**src/rtl/csa_sched_pkg.sv**
```systemverilog
// Shared definitions for the carry-save accumulator job scheduler.
//   state_t    : scheduler FSM states
//   calc_id_w  : requester-ID width, never less than one bit
package csa_sched_pkg;

  typedef enum logic [2:0] {
    IDLE      = 3'd0,
    FEED      = 3'd1,
    ISSUE     = 3'd2,
    GAP       = 3'd3,
    WAIT_RDY  = 3'd4,
    TERM      = 3'd5,
    WAIT_DONE = 3'd6,
    RESP      = 3'd7
  } state_t;

  function automatic int calc_id_w(input int n);
    return (n > 2) ? $clog2(n) : 1;
  endfunction

endpackage

```
**src/rtl/csa_job_scheduler_rr_arbiter.sv**
```systemverilog
// Combinational round-robin pick.
//   iReq     : request vector, one bit per requester
//   iPtr     : highest-priority index this round (must be < N_REQ)
//   oGrantId : first requester at or after iPtr, wrapping in index order
//   oAny     : at least one request present (oGrantId meaningless otherwise)
module rr_arbiter
  import csa_sched_pkg::*;
#(
  parameter int N_REQ = 4,
  parameter int ID_W  = calc_id_w(N_REQ)
) (
  input  logic [N_REQ-1:0] iReq,
  input  logic [ID_W-1:0]  iPtr,
  output logic [ID_W-1:0]  oGrantId,
  output logic             oAny
);

  always_comb begin
    oAny     = |iReq;
    oGrantId = '0;
    // Walk offsets from farthest to nearest so the nearest valid request
    // (smallest offset from the pointer) is the one left standing.
    for (int i = N_REQ - 1; i >= 0; i--) begin
      int idx;
      idx = i + int'(iPtr);
      if (idx >= N_REQ) idx = idx - N_REQ;
      if (iReq[idx]) oGrantId = ID_W'(idx);
    end
  end

endmodule

```
**src/rtl/csa_job_scheduler.sv**
```systemverilog
// Shares one carry_save_accumulator among N_REQ requesters. Each job (a
// stream of operands ending with a last-flagged one) is granted whole, in
// round-robin order, driven through the accumulator's pulse/ready/terminate/
// done handshake, and returned tagged with requester ID and operand count.
//   iReqValid/iReqLast/iReqData/oReqReady : per-requester operand streams
//   oAccA/oAccAccumulate/oAccTerminate    : accumulator command side
//   iAccReady/iAccDone/iAccRes            : accumulator status side
//   oResValid/iResReady/oResData/oResId/oResCount : result handshake
//   oBusy : high whenever the scheduler is not idle
// All outputs come straight from registers.
module csa_job_scheduler
  import csa_sched_pkg::*;
#(
  parameter int N_REQ         = 4,
  parameter int INPUT_LENGTH  = 16,
  parameter int OUTPUT_LENGTH = 32,
  parameter int CNT_W         = 16,
  localparam int ID_W         = calc_id_w(N_REQ)
) (
  input  logic                          iClk,
  input  logic                          iRst,
  input  logic [N_REQ-1:0]              iReqValid,
  input  logic [N_REQ-1:0]              iReqLast,
  input  logic [N_REQ*INPUT_LENGTH-1:0] iReqData,
  output logic [N_REQ-1:0]              oReqReady,
  output logic [INPUT_LENGTH-1:0]       oAccA,
  output logic                          oAccAccumulate,
  output logic                          oAccTerminate,
  input  logic                          iAccReady,
  input  logic                          iAccDone,
  input  logic [OUTPUT_LENGTH-1:0]      iAccRes,
  output logic                          oResValid,
  input  logic                          iResReady,
  output logic [OUTPUT_LENGTH-1:0]      oResData,
  output logic [ID_W-1:0]               oResId,
  output logic [CNT_W-1:0]              oResCount,
  output logic                          oBusy
);

  state_t                   state_q, state_d;
  logic [ID_W-1:0]          grant_q, grant_d;
  logic [ID_W-1:0]          ptr_q, ptr_d;
  logic [CNT_W-1:0]         cnt_q, cnt_d;
  logic                     last_q, last_d;
  logic                     done_q, done_d;
  logic [N_REQ-1:0]         req_ready_q, req_ready_d;
  logic [INPUT_LENGTH-1:0]  acc_a_q, acc_a_d;
  logic                     acc_pulse_q, acc_pulse_d;
  logic                     term_q, term_d;
  logic                     busy_q, busy_d;
  logic                     res_valid_q, res_valid_d;
  logic [OUTPUT_LENGTH-1:0] res_data_q, res_data_d;
  logic [ID_W-1:0]          res_id_q, res_id_d;
  logic [CNT_W-1:0]         res_cnt_q, res_cnt_d;

  logic [ID_W-1:0]          arb_id;
  logic                     arb_any;
  logic [INPUT_LENGTH-1:0]  req_data [N_REQ];

  for (genvar gi = 0; gi < N_REQ; gi++) begin : g_unpack
    assign req_data[gi] = iReqData[gi*INPUT_LENGTH +: INPUT_LENGTH];
  end

  rr_arbiter #(
    .N_REQ (N_REQ),
    .ID_W  (ID_W)
  ) u_arb (
    .iReq     (iReqValid),
    .iPtr     (ptr_q),
    .oGrantId (arb_id),
    .oAny     (arb_any)
  );

  always_comb begin
    state_d     = state_q;
    grant_d     = grant_q;
    ptr_d       = ptr_q;
    cnt_d       = cnt_q;
    last_d      = last_q;
    done_d      = done_q;
    acc_a_d     = acc_a_q;
    res_valid_d = res_valid_q;
    res_data_d  = res_data_q;
    res_id_d    = res_id_q;
    res_cnt_d   = res_cnt_q;

    case (state_q)
      IDLE: begin
        if (arb_any) begin
          grant_d = arb_id;
          cnt_d   = '0;
          state_d = FEED;
        end
      end
      FEED: begin
        // Only the granted requester is ever offered ready, so a stalled
        // source simply parks the whole scheduler here.
        if (iReqValid[grant_q] && req_ready_q[grant_q]) begin
          acc_a_d = req_data[grant_q];
          cnt_d   = (cnt_q == '1) ? cnt_q : cnt_q + 1'b1;
          last_d  = iReqLast[grant_q];
          state_d = ISSUE;
        end
      end
      ISSUE:    state_d = GAP;
      // The accumulator's ready may still reflect the previous operand for a
      // cycle after the pulse, so it is not looked at until WAIT_RDY.
      GAP:      state_d = WAIT_RDY;
      WAIT_RDY: begin
        if (iAccReady) state_d = last_q ? TERM : FEED;
      end
      TERM: begin
        done_d  = iAccDone;
        state_d = WAIT_DONE;
      end
      WAIT_DONE: begin
        // Edge-detect done: a level left over from the previous job must not
        // be mistaken for completion of this one.
        done_d = iAccDone;
        if (iAccDone && !done_q) begin
          res_data_d  = iAccRes;
          res_id_d    = grant_q;
          res_cnt_d   = cnt_q;
          res_valid_d = 1'b1;
          state_d     = RESP;
        end
      end
      RESP: begin
        if (iResReady) begin
          res_valid_d = 1'b0;
          ptr_d       = (grant_q == ID_W'(N_REQ - 1)) ? '0 : grant_q + 1'b1;
          state_d     = IDLE;
        end
      end
      default: state_d = IDLE;
    endcase

    // Per-state outputs are derived from the next state so that the
    // registered copies line up exactly with the state they belong to.
    req_ready_d = (state_d == FEED) ? (N_REQ'(1) << grant_d) : '0;
    acc_pulse_d = (state_d == ISSUE);
    term_d      = (state_d == TERM);
    busy_d      = (state_d != IDLE);
  end

  always_ff @(posedge iClk or posedge iRst) begin
    if (iRst) begin
      state_q     <= IDLE;
      grant_q     <= '0;
      ptr_q       <= '0;
      cnt_q       <= '0;
      last_q      <= 1'b0;
      done_q      <= 1'b0;
      req_ready_q <= '0;
      acc_a_q     <= '0;
      acc_pulse_q <= 1'b0;
      term_q      <= 1'b0;
      busy_q      <= 1'b0;
      res_valid_q <= 1'b0;
      res_data_q  <= '0;
      res_id_q    <= '0;
      res_cnt_q   <= '0;
    end else begin
      state_q     <= state_d;
      grant_q     <= grant_d;
      ptr_q       <= ptr_d;
      cnt_q       <= cnt_d;
      last_q      <= last_d;
      done_q      <= done_d;
      req_ready_q <= req_ready_d;
      acc_a_q     <= acc_a_d;
      acc_pulse_q <= acc_pulse_d;
      term_q      <= term_d;
      busy_q      <= busy_d;
      res_valid_q <= res_valid_d;
      res_data_q  <= res_data_d;
      res_id_q    <= res_id_d;
      res_cnt_q   <= res_cnt_d;
    end
  end

  assign oReqReady      = req_ready_q;
  assign oAccA          = acc_a_q;
  assign oAccAccumulate = acc_pulse_q;
  assign oAccTerminate  = term_q;
  assign oResValid      = res_valid_q;
  assign oResData       = res_data_q;
  assign oResId         = res_id_q;
  assign oResCount      = res_cnt_q;
  assign oBusy          = busy_q;

endmodule

```
**config.mk**
```make
export PLATFORM = sky130hd
export DESIGN_NAME = csa_job_scheduler
export DESIGN_NICKNAME = d
export VERILOG_FILES = /design/src/rtl/csa_sched_pkg.sv /design/src/rtl/csa_job_scheduler_rr_arbiter.sv /design/src/rtl/csa_job_scheduler.sv
export SDC_FILE = /design/constraint.sdc
export NUM_CORES = 1
export LEC_CHECK = 0
export ABC_CLOCK_PERIOD_IN_PS = 4300
export CORE_UTILIZATION = 44
export CTS_CLUSTER_SIZE = 20
export DETAILED_ROUTE_END_ITERATION = 8
export GPL_ROUTABILITY_DRIVEN = 0
export PLACE_DENSITY_LB_ADDON = 0.15
export SYNTH_ARGS = -nofsm -noshare
export SYNTH_HDL_FRONTEND = slang
export SYNTH_SLANG_ARGS = --single-unit
```
**constraint.sdc**
```tcl
create_clock -name iClk -period 4.3 [get_ports iClk]
set_input_delay 1.29 -clock iClk [delete_from_list [all_inputs] [get_ports iClk]]
set_output_delay 1.29 -clock iClk [all_outputs]
set_load 0.02 [all_outputs]
```
==> flow_metrics.tcl, run 1 <==
set metrics [dict create \
    initial_core_util_pct 46.2 \
    final_common_cell "clkdlybuf4s50_1" \
    final_util_pct 67.8 \
    layout_min_cycle_time_ps 3610 \
    cts_tree "done" \
    cts-buffers-inserted 9 \
    syn_to_final_growth_pct 46.8 \
    yosys_warnings 0 \
    synth_fp_nets 479 \
    power_mw 3.54 \
    num-fill-cells 762 \
    worst_pin_slew_ps 946 \
    clk_latency_ps 360 \
    synth_area_per_cell_um2 12.4 \
    setup_tns_ps 0 \
    setup_violations 0 \
    port_buffers 182 \
    core_area_mm2 0.00991 \
    cp_num_buf_inv 2 \
    final_antenna_net_count 0 \
    rsz0062_at_grt "no" \
    fp.dieH_um 104 \
    vias_per_cell 5.25 \
    async_reset_ff_share_pct 100 \
    row_count 36 \
    antenna_found_initial 0 \
    cts_setup_buffers 0 \
    powerDensity_mw_per_mm2 526 \
    hold_violations 0 \
    worst_path_max_delay_cell "clkinv_1" \
    crit_family "buffers and inverters" \
    min_path_type "flop to flop" \
    dr.first_iter.drc_count 90 \
    place_ws_ps 327 \
    track_usage_pct 21.0 \
    place_hpwl_mm 8.26 \
    vias 3591 \
    min_path_cells 2 \
    dieWidth_um 104 \
    min_period_over_period_pct 83.9 \
    crit_cells 7 \
    finClkSkew_ps 12.9 \
    slew_violations 0 \
    first_pass_iters 4 \
    first_global_vias 3663 \
    power_leakage_nw 2.91 \
    ys_ff_latch 99 \
    synth_edf_count 0 \
    grt_overflow 0 \
    arrival_ps 3820 \
    drive_above_1_share_pct 17.6 \
    crit_fanout 27 \
    clock_sinks 99 \
    yosysSeqAreaShare_pct 54.1 \
    synth_area_mm2 0.00458 \
    crit_chain "clkdlybuf4s50_1 > nand4b_1 > a41o_2 > clkinv_1 > o211ai_1 > xor2_1 > nor2_1" \
    grt_pass1_wl_mm 18.1 \
    setup_ws_ps 693 \
    peakVddDrop_mv 0.320 \
    drc 0 \
    cts_max_level 3 \
    cap_viol_max_count 0 \
    slowest_delay_ps 740 \
    fmax_ghz 0.277 \
    rr_worst_depth 6 \
    crit_path_end_kind "flop" \
    grt_max_degree 55 \
    cts_buffer_depth 2 \
    outcome "completed" \
    ios 183 \
    synth_cell_types 49 \
    clk_pin_slew_ps 100 \
    synth_cells 368 \
    n_antenna_cell 0 \
    nets 657 \
    synthFlopType "dfrtp_1" \
    root_buffer "clkbuf_8" \
    startpoint_type "input pin" \
    final_cell_mix "clkdlybuf4s50_1 (182), dfrtp_1 (99), nand2_1 (62), mux2_2 (53), nor2_1 (22)" \
    dieArea_mm2 0.0108 \
    worst_ep_required_time_ps 4510 \
    post_cts_resize_count 0 \
    crit_type "input pin to flop" \
    wire_per_inst_um 16.3 \
    cts_hold_buffers 0 \
    relSlewSlack_pct 36.4 \
    wirelength_mm 11.1 \
]
==> stage by stage <==
| step | cells | hold slack [ps] | area, µm² |
|---|---|---|---|
| 4_1_cts | 684 | 484 | 6720 |
| 6_report | 684 | 480 | 6720 |
| 2_1_floorplan | 368 | 480 | 4580 |
| 5_1_grt | 684 | 506 | 6720 |
| 3_5_place_dp | 668 | 462 | 6510 |
| 3_3_place_gp | 668 | 458 | 6510 |
==> sequential cells by signal, summed over array words and instances, names as in the netlist, 2 cells and up <==
signal and cells:
oAccA 16, oReqReady 4, cnt_q 16, oResId 2
ptr_q 2, state_q 3, oResCount 16, grant_q 2
oResData 32
==> tightest hold or removal path: stages (launching register included) <==
cell     delay (ps)
dfrtp_1         350
nand2_1          50
nand2_1          50
==> cell type report <==
class / instances / area [µm²] / share of cell area, %
Clock buffer: 10 / 138 / 2.05
Sequential cell: 99 / 2480 / 36.9
Multi-Input combinational cell: 246 / 1990 / 29.6
Tap cell: 133 / 166 / 2.48
Timing Repair Buffer: 185 / 1860 / 27.6
Inverter: 5 / 21.3 / 0.316
Clock inverter: 6 / 72.6 / 1.08
==> Yosys cell counts (2+ instances only) <==
master    count  share of area (%)
dfrtp_1      99                 54
nand2_1      62                5.1
mux2_2       53                 13
nor2_1       22                1.8
mux4_2       17                8.4
nand4_1      10                1.4
xor2_1        9                1.7
nor3_1        7               0.76
a21oi_1       5               0.55
buf_1         5               0.41
clkbuf_1      5               0.41
xnor2_1       5               0.96
inv_1         4               0.33
nand3_1       4               0.44
o22ai_1       4               0.55
buf_2         3               0.33
buf_6         3               0.74
nand4b_1      3               0.57
nor2b_1       3               0.41
nor3b_1       3               0.49
nor4_1        3               0.41
o211ai_1      3               0.49
o21ai_0       3               0.33
a211oi_1      2               0.33
and3_1        2               0.27
buf_4         2               0.33
ha_1          2               0.55
nand2b_1      2               0.27
or3_1         2               0.27
or4bb_1       2               0.49
==> cells by family after synthesis <==
family                     after synthesis  synth area share [%]
and+or+nand+nor                        134                  14.7
muxes                                   70                  21.4
DFF                                     99                  54.1
xor gates and xnor gates                14                  2.68
buffers and inverters                   23                  2.62
adders and majority gates                2                 0.546
AOI/OAI and AO/OA                       26                  3.96
==> layer usage <==
layer	global-route usage [%]	vias up	part of all wire (%)	wire [µm]
li1	-	1673	-	-
met4	7.55	0	1.7	194
met3	6.52	13	7.3	816
met2	35.2	129	48	5350
met5	0	-	0	0
met1	25.6	1776	43	4760
==> worst paths after layout <==
| check | start | to | slack (ps) |
|---|---|---|---|
| max in group asynchronous | iRst | oAccAccumulate | 2270 |
| min in group asynchronous | iRst | oResData[9] | 1330 |
| worst max-delay path | iReqValid[2] | cnt_q[7] | 690 |
| worst min register to register | oAccA[9] | oAccA[9] | 480 |
| worst max register to register | grant_q[1] | cnt_q[7] | 1130 |
| worst min-delay path | oAccA[9] | oAccA[9] | 480 |
==> power breakdown <==
part	leakage, nW	internal, mW	switching (mW)
registers	1.31	1.18	0.236
clock network	0.103	0.291	0.330
logic	1.49	0.822	0.678
total	2.91	2.29	1.24
No activity file was read; power rests on OpenSTA's default activity.
==> inputs of run 2 (changes only) <==
- ABC_CLOCK_PERIOD_IN_PS: 4300 -> 3200
- CORE_UTILIZATION: 44 -> 39
- clock period: 4.3 -> 3.2 ns (I/O delays scaled with it)
==> flow_metrics.tcl, run 2 (synthesis gave the netlist of run 1 again) <==
set metrics [dict create \
    crit_type "input pin to flop" \
    dieWidth_um 110 \
    syn_to_final_growth_pct 50.4 \
    worst_ep_required_time_ps 3430 \
    nets 664 \
    cts-buffers-inserted 9 \
    startpoint_type "input pin" \
    row_count 39 \
    finClkSkew_ps 7.25 \
    crit_fanout 9 \
    dr.first_iter.drc_count 124 \
    ios 183 \
    final_common_cell "clkdlybuf4s50_1" \
    p_clk_share_pct 21.9 \
    clock_sinks 99 \
    slew_violations 0 \
    min_path_cells 2 \
    arrival_ps 2880 \
    cts_setup_buffers 0 \
    cts_tree "done" \
    setup_violations 0 \
    worst_path_max_delay_cell "clkdlybuf4s50_1" \
    power.switching_mw 1.70 \
    outcome "completed" \
    antenna_found_initial 0 \
    grt_max_degree 63 \
    wirelength_mm 11.0 \
    port_buffers 182 \
    pwr-share-seq_pct 36.8 \
    pwr-share-comb_pct 41.3 \
    grt_pass1_wl_mm 17.5 \
    crit_chain "clkdlybuf4s50_1 > or4bb_1 > a41o_2 > nor4_1 > xnor2_1 > nor2_1" \
    place_hpwl_mm 8.30 \
    setup_tns_ps 0 \
    initial_core_util_pct 40.1 \
    relSlewSlack_pct 55.8 \
    cts_hold_buffers 0 \
    final_area_mm2 0.00689 \
    n_antenna_cell 0 \
    rr_worst_depth 4 \
    fmax_ghz 0.377 \
    layout_min_cycle_time_ps 2650 \
    hold_violations 0 \
    track_usage_pct 19.0 \
    cap_viol_max_count 0 \
    worst_pin_slew_ps 663 \
    post_cts_resize_count 0 \
    postPlaceCellArea_mm2 0.00658 \
    rsz0062_at_grt "no" \
    cts_max_level 3 \
    final_cell_mix "clkdlybuf4s50_1 (182), dfrtp_1 (99), nand2_1 (62), mux2_2 (53), nor2_1 (22)" \
    vias_per_cell 5.10 \
    root_buffer "clkbuf_16" \
    power_leakage_nw 2.99 \
    crit_path_end_kind "flop" \
    cts_buffer_depth 2 \
    clk_pin_slew_ps 70 \
    slowest_delay_ps 530 \
    switching_share_pct 33.8 \
    p_int_mw 3.33 \
    drc 0 \
    first_pass_iters 4 \
    largest_register_ffs 32 \
    powerDensity_mw_per_mm2 729 \
    clk_latency_ps 340 \
    core_area_mm2 0.0114 \
    vias 3577 \
    grt_overflow 0 \
    dieArea_mm2 0.0122 \
    peakVddDrop_mv 0.495 \
    fp.dieH_um 110 \
    min_path_type "flop to flop" \
    final_antenna_net_count 0 \
    first_global_vias 3583 \
    wire_per_inst_um 15.7 \
    drive_above_1_share_pct 18.6 \
    final_util_pct 60.3 \
    min_period_over_period_pct 82.9 \
]
run 2: layout make-up:
type / instances / area, µm²
Tap cell: 143 / 179
Multi-Input combinational cell: 246 / 1990
Fill cell: 949 / 4530
Inverter: 5 / 22.5
Sequential cell: 99 / 2480
Clock buffer: 9 / 225
Timing Repair Buffer: 192 / 1910
Clock inverter: 7 / 82.6
run 2: metrics by stage:
| stage | total power, mW | setup slack [ps] | instances | hold slack [ps] |
|---|---|---|---|---|
| after floorplan | 3.05 | 781 | 368 | 480 |
| after global placement | 3.93 | 231 | 685 | 458 |
| after detailed placement | 3.97 | 192 | 685 | 462 |
| after CTS | 5.09 | 554 | 701 | 479 |
| after global routing | 5.30 | 398 | 701 | 510 |
| final | 5.02 | 547 | 701 | 472 |
run 2: power groups by stage:
stage          clock (mW)  sequential, mW  combinational, mW
2_1_floorplan           0            2.13              0.925
3_3_place_gp            0            1.85               2.07
3_5_place_dp            0            1.87               2.10
4_1_cts              1.13            1.85               2.11
5_1_grt              1.18            1.89               2.23
6_report             1.10            1.85               2.07
run 2: worst max-delay path: cells and delay by family:
family	cells	cell delay [ps]
xor+xnor	1	160
buf+inv	1	530
simple gates	3	860
compound gates	1	370
run 2: worst paths after layout:
check	end	start	slack (ps)
setup / recovery	cnt_q[10]	iReqValid[0]	550
hold / removal	oAccA[12]	oAccA[12]	470
setup reg to reg	oReqReady[3]	state_q[0]	1020
hold reg to reg	oAccA[12]	oAccA[12]	470
max in group asynchronous	oResData[19]	iRst	1680
min in group asynchronous	oResData[17]	iRst	910
run 2: layer usage:
| metal | track usage (%) | share of wire [%] |
|---|---|---|
| met2 | 31.9 | 49 |
| met4 | 8.18 | 2.4 |
| met1 | 22.5 | 40 |
| met3 | 5.76 | 8.7 |
| met5 | 0 | 0 |
==> inputs of run 3 (changes only) <==
- ABC_CLOCK_PERIOD_IN_PS: 3200 -> 2280
- clock period: 3.2 -> 2.28 ns (I/O delays scaled with it)
==> flow_metrics.tcl, run 3 (synthesis gave the netlist of run 1 again) <==
set metrics [dict create \
    row_count 39 \
    final_util_pct 62.5 \
    clock_sinks 99 \
    crit_chain "clkdlybuf4s50_1 > nand4b_1 > nand4_1 > o2111a_1 > or4_4 > nor3b_2" \
    port_buffers 182 \
    relSlewSlack_pct 56.3 \
    r2r-start "grant_q[0]" \
    arrival_ps 2500 \
    nets 690 \
    grt_max_degree 42 \
    outcome "completed" \
    switching_share_pct 33.7 \
    worst_ep_required_time_ps 2530 \
    slew_violations 0 \
    cap_viol_max_count 0 \
    powerDensity_mw_per_mm2 1010 \
    wirelength_mm 11.6 \
    crit_fanout 4 \
    p_int_mw 4.76 \
    p_clk_share_pct 19.4 \
    pwr-share-seq_pct 34.7 \
    core_area_mm2 0.0114 \
    dr.first_iter.drc_count 145 \
    final_area_mm2 0.00714 \
    place_hpwl_mm 8.78 \
    initial_core_util_pct 40.1 \
    dieArea_mm2 0.0122 \
    min_period_over_period_pct 98.4 \
    clk_pin_slew_ps 60 \
    hp-start "oAccA[4]" \
    antenna_found_initial 0 \
    wire_per_inst_um 16.0 \
    startpoint_type "input pin" \
    dieWidth_um 110 \
    largest_register_ffs 32 \
    worst_path_max_delay_cell "or4_4" \
    crit_path_end_kind "flop" \
    slowest_delay_ps 570 \
    grt-busiest-layer "met2" \
    final_cell_mix "clkdlybuf4s50_1 (181), dfrtp_1 (99), nand2_1 (62), mux2_2 (53), buf_4 (31)" \
    setup_violations 0 \
    cts-buffers-inserted 9 \
    crit_type "input pin to flop" \
    min_path_type "flop to flop" \
    whs_ps 473 \
    final_common_cell "clkdlybuf4s50_1" \
    fmax_ghz 0.446 \
    cts_max_level 3 \
    pwr-share-comb_pct 45.9 \
    track_usage_pct 19.8 \
    drc 0 \
    postPlaceCellArea_mm2 0.00678 \
    use_met1_pct 22.6 \
    crit_start "iReqValid[1]" \
    first_global_vias 3930 \
    cts_buffer_depth 2 \
    rsz0062_at_grt "no" \
    layout_min_cycle_time_ps 2240 \
    ios 183 \
    finClkSkew_ps 6.87 \
    power_leakage_nw 3.12 \
    vias_per_cell 5.14 \
    power.switching_mw 2.42 \
    vias 3735 \
    met3_usage_pct 6.17 \
    root_buffer "clkbuf_16" \
    cts_hold_buffers 0 \
    syn_to_final_growth_pct 55.8 \
    grt_overflow 0 \
    worst_pin_slew_ps 651 \
    drive_above_1_share_pct 23.5 \
    grt_pass1_wl_mm 18.3 \
    cts_tree "done" \
    first_pass_iters 4 \
    hold_violations 0 \
    fp.dieH_um 110 \
    final_antenna_net_count 0 \
    clk_latency_ps 340 \
    peakVddDrop_mv 0.618 \
    n_antenna_cell 0 \
    grt_use_met2_pct 34.3 \
]
[run 3: cell count changes in the layout (fill, tap and decap cells not counted), moves of 2 or more]
| cell | change |
|---|---|
| clkinv_4 | -3 |
| clkinv_2 | +3 |
| nor3_1 | -2 |
| nor3b_2 | +2 |
| nor3_2 | +2 |
| inv_6 | -2 |
| nor3b_1 | -2 |
| buf_4 | +22 |
| buf_12 | +3 |
[run 3: cell type report]
cell class                      instances  area, µm²
Multi-Input combinational cell        246       2040
Fill cell                             931       4280
Sequential cell                        99       2480
Timing Repair Buffer                  218       2140
Clock buffer                           11        243
Tap cell                              143        179
Clock inverter                          4       26.3
Inverter                                5       23.8
[run 3: path summary, 6_finish.rpt]
path | end | slack (ps) | depth (start not counted)
hold reg to reg | oAccA[4] | 470 | 2
max in group asynchronous | oAccA[8] | 990 | 3
setup reg to reg | oBusy | 240 | 6
hold / removal | oAccA[4] | 470 | 2
setup / recovery | oReqReady[2] | 40 | 6
min in group asynchronous | last_q | 720 | 2
[run 3: what timing repair did]
item	in CTS	in global routing
gates resized for setup	8	4
setup endpoints to repair	33	4
pin swaps	0	4
setup buffers	2	2
cloned	0	0
[run 3: through the flow]
step / worst slack, ps / instances / power [mW] / setup TNS, ps
after floorplan: 137 / 368 / 4.29 / 0
after detailed placement: -457 / 707 / 5.78 / -15310
after global placement: -382 / 707 / 5.72 / -13200
after CTS: 25.5 / 724 / 7.24 / 0
final: 36.0 / 726 / 7.18 / 0
after global routing: 0 / 726 / 7.60 / 0
[run 3: worst max-delay path: cells and delay by family]
kind                   cells  cell delay [ps]
and+or+nand+nor            4             1050
buffers and inverters      1              470
AOI/OAI and AO/OA          1              290
[run 3: power groups by stage]
stage	clock [mW]	sequential, mW	combinational, mW
finish	1.39	2.49	3.29
CTS	1.44	2.50	3.30
global placement	0	2.51	3.21
global route	1.50	2.56	3.54
detailed placement	0	2.53	3.25
floorplan	0	2.99	1.30
[run 3: routing by layer]
layer | routed length [µm] | vias to the layer above | share of wire (%)
li1 | - | 1751 | -
met1 | 4760 | 1824 | 41
met2 | 5560 | 138 | 48
met3 | 1000 | 22 | 8.6
met4 | 264 | 0 | 2.3
met5 | 0 | - | 0
